File: src/rtl/baccarat_round_ctrl.sv
// Batch sequencer above the baccarat game FSM: resets, paces, scores and tallies ROUNDS games.
// Optional macro STREAK_TRACK_EN adds best_streak/best_side (longest same-side win run).
module baccarat_round_ctrl #(
    parameter int unsigned ROUNDS      = 8,
    parameter int unsigned STEP_DIV    = 4,
    parameter int unsigned HOLD_CYCLES = 16,
    parameter int unsigned MAX_STEPS   = 15,
    parameter int unsigned CNT_W       = 4
) (
    input  logic             slow_clock,
    input  logic             reset,
    input  logic             start,
    input  logic             abort,
    input  logic             player_win_light,
    input  logic             dealer_win_light,
    output logic             game_resetb,
    output logic             game_step,
    output logic [CNT_W-1:0] round_count,
    output logic [CNT_W-1:0] pwins,
    output logic [CNT_W-1:0] dwins,
    output logic [CNT_W-1:0] ties,
    output logic             busy,
    output logic             done,
    output logic             timeout_err
`ifdef STREAK_TRACK_EN
    ,
    output logic [CNT_W-1:0] best_streak,
    output logic             best_side
`endif
);

    localparam int unsigned DIV_W  = (STEP_DIV > 1) ? $clog2(STEP_DIV) : 1;
    localparam int unsigned HOLD_W = (HOLD_CYCLES > 1) ? $clog2(HOLD_CYCLES) : 1;
    localparam int unsigned STEP_W = $clog2(MAX_STEPS + 1);
    localparam logic [CNT_W-1:0] CNT_MAX = '1;

    typedef enum logic [2:0] {
        S_IDLE  = 3'd0,
        S_CLR   = 3'd1,
        S_PLAY  = 3'd2,
        S_HOLD  = 3'd3,
        S_TALLY = 3'd4,
        S_DONE  = 3'd5
    } state_e;

    typedef enum logic [1:0] {
        OUT_NONE = 2'd0,
        OUT_P    = 2'd1,
        OUT_D    = 2'd2,
        OUT_T    = 2'd3
    } outcome_e;

    state_e              state, state_nxt;
    outcome_e            outcome, outcome_nxt;
    logic [DIV_W-1:0]    div_cnt, div_nxt;
    logic [HOLD_W-1:0]   hold_cnt, hold_nxt;
    logic [STEP_W-1:0]   step_cnt, step_nxt;
    logic [CNT_W-1:0]    round_nxt, pwins_nxt, dwins_nxt, ties_nxt;
    logic                timeout_nxt, game_resetb_nxt, game_step_nxt, busy_nxt, done_nxt;
`ifdef STREAK_TRACK_EN
    logic [CNT_W-1:0]    cur_streak, cur_streak_nxt, best_streak_nxt;
    logic                cur_side, cur_side_nxt, best_side_nxt, win_side;
`endif

    function automatic logic [CNT_W-1:0] sat_inc(input logic [CNT_W-1:0] v);
        return (v == CNT_MAX) ? v : v + CNT_W'(1);
    endfunction

    // Next-state, next-counter and next-output decode; outputs are registered from these.
    always_comb begin
        state_nxt   = state;
        outcome_nxt = outcome;
        div_nxt     = div_cnt;
        hold_nxt    = hold_cnt;
        step_nxt    = step_cnt;
        round_nxt   = round_count;
        pwins_nxt   = pwins;
        dwins_nxt   = dwins;
        ties_nxt    = ties;
        timeout_nxt = timeout_err;
`ifdef STREAK_TRACK_EN
        cur_streak_nxt  = cur_streak;
        cur_side_nxt    = cur_side;
        best_streak_nxt = best_streak;
        best_side_nxt   = best_side;
        win_side        = (outcome == OUT_P);
`endif
        if (abort) begin
            state_nxt = S_IDLE;
        end else begin
            unique case (state)
                S_IDLE, S_DONE: begin
                    if (start) begin
                        state_nxt   = S_CLR;
                        round_nxt   = '0;
                        pwins_nxt   = '0;
                        dwins_nxt   = '0;
                        ties_nxt    = '0;
                        timeout_nxt = 1'b0;
`ifdef STREAK_TRACK_EN
                        cur_streak_nxt  = '0;
                        cur_side_nxt    = 1'b0;
                        best_streak_nxt = '0;
                        best_side_nxt   = 1'b0;
`endif
                    end
                end
                S_CLR: begin
                    state_nxt = S_PLAY;
                    div_nxt   = '0;
                    step_nxt  = '0;
                end
                S_PLAY: begin
                    step_nxt = step_cnt + STEP_W'(game_step);
                    div_nxt  = (div_cnt == DIV_W'(STEP_DIV - 1)) ? '0 : div_cnt + DIV_W'(1);
                    // A showing outcome beats the step limit in the same cycle.
                    if (player_win_light || dealer_win_light) begin
                        state_nxt = S_HOLD;
                        hold_nxt  = '0;
                        if (player_win_light && dealer_win_light) outcome_nxt = OUT_T;
                        else if (player_win_light)                outcome_nxt = OUT_P;
                        else                                      outcome_nxt = OUT_D;
                    end else if (step_cnt == STEP_W'(MAX_STEPS)) begin
                        state_nxt   = S_IDLE;
                        timeout_nxt = 1'b1;
                    end
                end
                S_HOLD: begin
                    if (hold_cnt == HOLD_W'(HOLD_CYCLES - 1)) state_nxt = S_TALLY;
                    else                                      hold_nxt  = hold_cnt + HOLD_W'(1);
                end
                S_TALLY: begin
                    unique case (outcome)
                        OUT_P:   pwins_nxt = sat_inc(pwins);
                        OUT_D:   dwins_nxt = sat_inc(dwins);
                        OUT_T:   ties_nxt  = sat_inc(ties);
                        default: ;
                    endcase
`ifdef STREAK_TRACK_EN
                    // A tie breaks the run; equal-length runs keep the earlier side.
                    if (outcome == OUT_T) begin
                        cur_streak_nxt = '0;
                    end else begin
                        if (cur_streak != '0 && cur_side == win_side) cur_streak_nxt = sat_inc(cur_streak);
                        else                                           cur_streak_nxt = CNT_W'(1);
                        cur_side_nxt = win_side;
                        if (cur_streak_nxt > best_streak) begin
                            best_streak_nxt = cur_streak_nxt;
                            best_side_nxt   = win_side;
                        end
                    end
`endif
                    round_nxt = round_count + CNT_W'(1);
                    state_nxt = (round_nxt == CNT_W'(ROUNDS)) ? S_DONE : S_CLR;
                end
                default: state_nxt = S_IDLE;
            endcase
        end

        game_resetb_nxt = !(state_nxt == S_IDLE || state_nxt == S_CLR);
        game_step_nxt   = (state_nxt == S_CLR) ||
                          (state_nxt == S_PLAY && div_nxt == DIV_W'(STEP_DIV - 1) &&
                           step_nxt < STEP_W'(MAX_STEPS));
        busy_nxt        = (state_nxt == S_CLR) || (state_nxt == S_PLAY) ||
                          (state_nxt == S_HOLD) || (state_nxt == S_TALLY);
        done_nxt        = (state_nxt == S_DONE);
    end

    // State, counters and registered outputs.
    always_ff @(posedge slow_clock) begin
        if (reset) begin
            state       <= S_IDLE;
            outcome     <= OUT_NONE;
            div_cnt     <= '0;
            hold_cnt    <= '0;
            step_cnt    <= '0;
            round_count <= '0;
            pwins       <= '0;
            dwins       <= '0;
            ties        <= '0;
            timeout_err <= 1'b0;
            game_resetb <= 1'b0;
            game_step   <= 1'b0;
            busy        <= 1'b0;
            done        <= 1'b0;
`ifdef STREAK_TRACK_EN
            cur_streak  <= '0;
            cur_side    <= 1'b0;
            best_streak <= '0;
            best_side   <= 1'b0;
`endif
        end else begin
            state       <= state_nxt;
            outcome     <= outcome_nxt;
            div_cnt     <= div_nxt;
            hold_cnt    <= hold_nxt;
            step_cnt    <= step_nxt;
            round_count <= round_nxt;
            pwins       <= pwins_nxt;
            dwins       <= dwins_nxt;
            ties        <= ties_nxt;
            timeout_err <= timeout_nxt;
            game_resetb <= game_resetb_nxt;
            game_step   <= game_step_nxt;
            busy        <= busy_nxt;
            done        <= done_nxt;
`ifdef STREAK_TRACK_EN
            cur_streak  <= cur_streak_nxt;
            cur_side    <= cur_side_nxt;
            best_streak <= best_streak_nxt;
            best_side   <= best_side_nxt;
`endif
        end
    end

endmodule
File: config.mk
export PLATFORM = sky130hd
export DESIGN_NAME = baccarat_round_ctrl
export DESIGN_NICKNAME = d
export VERILOG_FILES = /design/src/rtl/baccarat_round_ctrl.sv
export SDC_FILE = /design/constraint.sdc
export NUM_CORES = 1
export LEC_CHECK = 0
export CAP_MARGIN = 20
export CORE_MARGIN = 4
export CORE_UTILIZATION = 54
export CTS_CLUSTER_SIZE = 20
export DETAILED_ROUTE_END_ITERATION = 10
export PLACE_DENSITY = 0.78
export RECOVER_POWER = 25
export SLEW_MARGIN = 0
export SYNTH_ARGS = -nofsm -noshare
export SYNTH_HDL_FRONTEND = slang
export SYNTH_SLANG_ARGS = --single-unit
File: constraint.sdc
create_clock -name slow_clock -period 2.47 [get_ports slow_clock]
set_input_delay 0.247 -clock slow_clock [delete_from_list [all_inputs] [get_ports slow_clock]]
set_output_delay 0.247 -clock slow_clock [all_outputs]
set_load 0.005 [all_outputs]
## After elaboration in Yosys (flattened, before gate mapping)

Index checks and enable logic that the tools add are counted.

- Bits in registers: 36
- Bits in latches: 0
- Bits in writable memories: 0
- Bits in read-only memories: 0
- Input bits: 6
- Output and inout bits: 21
- Word-level logic and storage cells: 110
- Memories: 0

- $add $sub $neg: 7
- Multipliers: 0
- Div/mod/pow operators: 0
- Order comparisons: 1
- Equality and inequality tests: 32
- Shifts and indexed selects: 0
- Mux-type cells: 32
- Bitwise logic cells: 1
- Reduce and logical (&&, ||, !) cells: 23

Operators by type and width:

| cell | number |
|---|---|
| 4-bit one-hot mux with 2 select lines | 6 |
| 4-bit 2-to-1 mux | 10 |
| 4-bit == test (second input constant) | 6 |
| 4-bit by 1-bit adder with 4-bit output (second input constant) | 5 |
| 5-bit AND reduction | 4 |
| 3-bit 2-to-1 mux | 6 |
| 2-bit inequality test (second input constant) | 9 |
| 3-bit one-hot mux with 5 select lines | 1 |
| 3-bit by 2-bit == test with 1-bit output (second input constant) | 4 |
| 3-bit == test (second input constant) | 4 |
| 2-bit == test (second input constant) | 4 |
| 2-bit 2-to-1 mux | 4 |
| 3-bit by 1-bit == test with 1-bit output (second input constant) | 2 |
| 3-bit logical NOT | 2 |
| 1-bit logical OR | 6 |
| 3-bit AND reduction | 2 |
| 2-bit nonzero test | 3 |
| 4-bit by 1-bit adder with 4-bit output | 1 |
| 4-bit < comparator (second input constant) | 1 |
| 2-bit by 1-bit inequality test with 1-bit output (second input constant) | 2 |
| 2-bit one-hot mux with 2 select lines | 1 |
| 4-bit AND reduction | 1 |
| 1-bit logical AND | 3 |
| 1-bit 2-to-1 mux | 3 |
| 6 further kinds | 6 |

## Depth between registers and ports, before layout

- Word-level depth: 9
- Gate-level depth with buffers: 7
- Depth with buffers taken out: 7

## Worst setup path after synthesis

OpenSTA, ideal clock, no wires.

- Path type: flip-flop to flip-flop
- Start: register hold_cnt[0]
- End: register busy
- Setup time: 128 ps
- Arrival: 1598 ps
- Data required time: 2342 ps
- Slack: 745 ps
- Cell stages (with the launch flop): 7
- Buffers on the path: 0
- Period minus slack after synthesis: 1725 ps
- Cell sequence: dfxtp_1 -> ha_1 -> and4_2 -> or3_1 -> a21o_1 -> a211oi_1 -> nor3_1

- Longest elaborated chain between the ends: 8
- Elaborated cells between the ends (all ways): 11
- Those cells by class: eq/ne: 5; mux: 3; reduce/logical: 3

Ends and longest elaborated chain:

| what | RTL line | RTL |
|---|---|---|
| start, declared | 56 | `logic [HOLD_W-1:0] hold_cnt, hold_nxt;` |
| start signal, assigned | 196 | `hold_cnt <= hold_nxt;` |
| 4-bit == test (*) | 129 | `if (hold_cnt == HOLD_W'(HOLD_CYCLES - 1)) state_nxt = S_TALLY;` |
| 3-bit 2-to-1 mux (*) | 129 |  |
| 3-bit one-hot mux with 5 select lines (*) | 91 | `unique case (state)` |
| 3-bit 2-to-1 mux (*) | 88 | `if (abort) begin` |
| 3-bit by 1-bit == test with 1-bit output / 3-bit by 2-bit == test with 1-bit output (equally long branches) | 164 | `busy_nxt = (state_nxt == S_CLR) \|\| (state_nxt == S_PLAY) \|\|` |
| 1-bit logical OR (2 in a row) | 164 |  |
| 1-bit logical OR (*) | 165 | `(state_nxt == S_HOLD) \|\| (state_nxt == S_TALLY);` |
| end signal, assigned | 205 | `busy <= busy_nxt;` |
| end, declared | 22 | `output logic busy,` |

Mark *: on every way between the ends. The rest lies on a longest branch, timed or not.
A chain may end at the register's enable or synchronous reset.

## Worst setup path in the final report

- Start: register state[1]
- End: register game_step

- Longest elaborated chain between the ends: 8
- Elaborated cells between the ends (all ways): 24
- Those cells by class: order compare: 1; eq/ne: 8; mux: 10; reduce/logical: 5

Ends and longest elaborated chain:

| what | RTL line | RTL |
|---|---|---|
| start, declared | 53 | `state_e state, state_nxt;` |
| start signal, assigned | 193 | `state <= state_nxt;` |
| 3-bit == test, or another cell as far along | 91 |  |
| 2-bit OR reduction / 3-bit 2-to-1 mux (equally long branches) | 91, 117 |  |
| 3-bit one-hot mux with 5 select lines | 91 |  |
| 3-bit 2-to-1 mux | 88 |  |
| 3-bit by 2-bit == test with 1-bit output | 162 | `(state_nxt == S_PLAY && div_nxt == DIV_W'(STEP_DIV - 1) &&` |
| 1-bit logical AND (2 in a row) | 162 |  |
| 1-bit logical OR (*) | 161 | `game_step_nxt = (state_nxt == S_CLR) \|\|` |
| end signal, assigned | 204 | `game_step <= game_step_nxt;` |
| end, declared | 17 | `output logic game_step,` |

Marks and branches as above.

==> flow_summary.yaml <==
status:
  status: "finished clean"
yosys:
  synth_edf_count: 0
  synthesis.nets: 235
  synth_flop_cell: "dfxtp_1"
  synth_warnings: 0
  synth-async-reset-ratio_pct: 0
  synth_area_um2: 1910
  ys_seq_elements: 36
  synth_cells: 220
  synth.distinct_cells: 54
  synth-seq-area-share_pct: 37.7
  synth.avg_cell_area_um2: 8.69
timing:
  fmax_mhz: 482
  hold_violations: 0
  rsz0062_at_grt: "false"
  holdWs_ps: 501
  relSlewSlack_pct: 62.7
  setup_tns_ps: 0
  tightest_slew_ps: 559
  finalClockSkew_ps: 5.30
  post-route-period-util_pct: 83.9
  setup_viol_count_final: 0
  setup_ws_ps: 397
  drv_slew: 0
  finalCriticalPeriod_ps: 2070
detailed_routing:
  first_pass_iters: 4
  drtIter0Drc: 136
  detail-route-antenna-nets: 0
  vias: 1693
  viasPerCell: 5.74
  routed_wl_um: 4090
  wl_per_cell_um: 13.9
  drc: 0
grt:
  antenna_found_initial: 0
  grt_max_degree: 16
  grt_usage_pct: 20.1
  grt_pass1_vias: 1490
  grt_pass1_wl_um: 6910
  grt_overflow: 0
worst_setup_path:
  reg2reg_from: "state[1]"
  cpMaxStageDelayCell: "dfxtp_1"
  cp.depth: 5
  cp.buffers_inverters: 0
  crit_type: "flop to flop"
  r2r_end: "game_step"
  critPathMaxStageDelay_ps: 630
  path_cells: "nor4b_1, nand4_1, mux2_4, o41ai_2, a2111oi_2"
  cp-end-kind: "flop"
  start_kind: "flop"
  reg2regPathDepth: 5
  path_delay_family: "simple AND/OR/NAND/NOR gates"
  cp_max_fo: 14
  cp.arrival_ps: 2300
  ff2ff_setup_slack_ps: 400
  critPathRequiredTime_ps: 2690
die:
  rows: 21
  die_x_um: 67.5
  pin_count: 27
  die_area_um2: 4560
  initial_core_util_pct: 56.4
  coreArea_um2: 3390
  die_height_um: 67.5
clock_tree:
  clock-sinks: 36
  clk_pin_slew_ps: 110
  hold_buffers: 0
  cts_tree: "built"
  cts_buffer_depth: 2
  cts_made_buffers: 5
  post-cts-setup-buffer-count: 0
  cts_resized: 0
  root_buffer: "clkbuf_4"
  worstSkewPairLatency_ps: 340
  cts_max_level: 2
layout:
  layout_common_cells: "dfxtp_1 (36), nor2_1 (22), a21oi_1 (19)"
  fillers: 282
  fin_nets: 263
  drive_above_1_share_pct: 9.64
  final_area_um2: 2240
  final_util_pct: 66.2
  layoutNonFillerInstCount: 295
  layout_commonest_cell: "dfxtp_1"
  area_growth_pct: 17.3
  diodes: 0
run:
  cap_violations: 0
pwr:
  total_power_mw: 1.01
  p_int_mw: 0.762
  clockPowerShare_pct: 32.9
  power_frac_seq_pct: 58.9
  p_per_area_nw_per_um2: 451
  netSwitchingFraction_pct: 24.7
  cellLeakagePower_nw: 0.806
  peakVddDrop_mv: 0.324
  combPwrFrac_pct: 8.2
  switching_power_mw: 0.250
worst_hold_path:
  min_to: "outcome[0]"
  min_path_cells: 2
  hold_class: "flop to flop"
  hp-start: "outcome[0]"
placement:
  dpl_cell_area_um2: 2200
  placed_cells: 287
  place_congestion: 0.826
  hpwl_um: 2960
  port_buffers: 26
  pre_cts_ws_ps: 375
-- cells in the mapped netlist, types with 2 or more instances --
cell | number | share of area, %
or3_1 | 10 | 3.3
inv_1 | 7 | 1.4
nand4_1 | 6 | 2.0
buf_6 | 3 | 1.8
o21ai_0 | 12 | 3.1
nand2b_1 | 5 | 1.6
a2bb2oi_1 | 4 | 1.8
a21o_1 | 2 | 0.79
nand2_1 | 17 | 3.3
nand4b_1 | 2 | 0.92
or2_2 | 2 | 0.65
dfxtp_1 | 36 | 38
mux2i_1 | 2 | 1.0
ha_1 | 9 | 5.9
xor2_1 | 4 | 1.8
clkbuf_1 | 5 | 0.98
nand3_1 | 13 | 3.4
a31oi_1 | 2 | 0.65
a21oi_1 | 19 | 5.0
a211oi_1 | 2 | 0.79
xnor2_1 | 3 | 1.4
inv_2 | 2 | 0.39
nor2_1 | 22 | 4.3
-- flip-flops by register name (all words and copies together) (netlist names) --
name         flops
pwins            4
div_cnt          2
game_step        1
step_cnt         4
done             1
round_count      4
outcome          2
ties             4
state            3
busy             1
timeout_err      1
dwins            4
hold_cnt         4
game_resetb      1
-- per-layer routing --
layer / vias to the layer above / track usage, % / wire, um
li1: 857 / - / -
met1: 785 / 28.1 / 2000
met2: 44 / 29.3 / 1850
met3: 7 / 5.32 / 182
met4: 0 / 7.59 / 60
met5: - / 0 / 0
-- how the worst max path moves through the flow --
stage	startpoint	to	slack (ps)
4_1_cts	state[0]	dwins[2]	490
2_1_floorplan	hold_cnt[0]	busy	740
6_report	state[1]	game_step	400
3_3_place_gp	abort	game_step	420
3_5_place_dp	abort	game_step	380
5_1_grt	state[1]	game_step	180
-- power groups by stage --
stage	registers [mW]	logic [mW]	clock network [mW]
after detailed placement	0.609	0.0841	0
after global placement	0.609	0.0839	0
final	0.596	0.0827	0.333
after global routing	0.597	0.0919	0.371
after floorplan	0.606	0.0549	0
after CTS	0.596	0.0846	0.347
-- cell type report --
type | count | area (um2) | share of cell area (%)
Inverter | 9 | 33.8 | 1.51
Sequential cell | 36 | 721 | 32.1
Clock inverter | 1 | 7.51 | 0.335
Multi-Input combinational cell | 167 | 1090 | 48.6
Tap cell | 46 | 57.6 | 2.57
Clock buffer | 7 | 55.1 | 2.45
Timing Repair Buffer | 29 | 279 | 12.4
-- worst register-to-register path: cells and delay by family, from the launching register on --
| kind | cells | cell delay (ps) |
|---|---|---|
| compound gates | 2 | 350 |
| flops | 1 | 630 |
| mux | 1 | 330 |
| simple gates | 2 | 650 |
-- cells by family after synthesis --
logic type      share of synthesized area (%)
simple gates                             26.5
xor+xnor                                 3.21
mux                                      1.83
fa+ha+maj                                6.48
flops                                    37.7
compound gates                           19.8
buf+inv                                  4.52
Note: power is estimated with default switching activity, not from simulation.
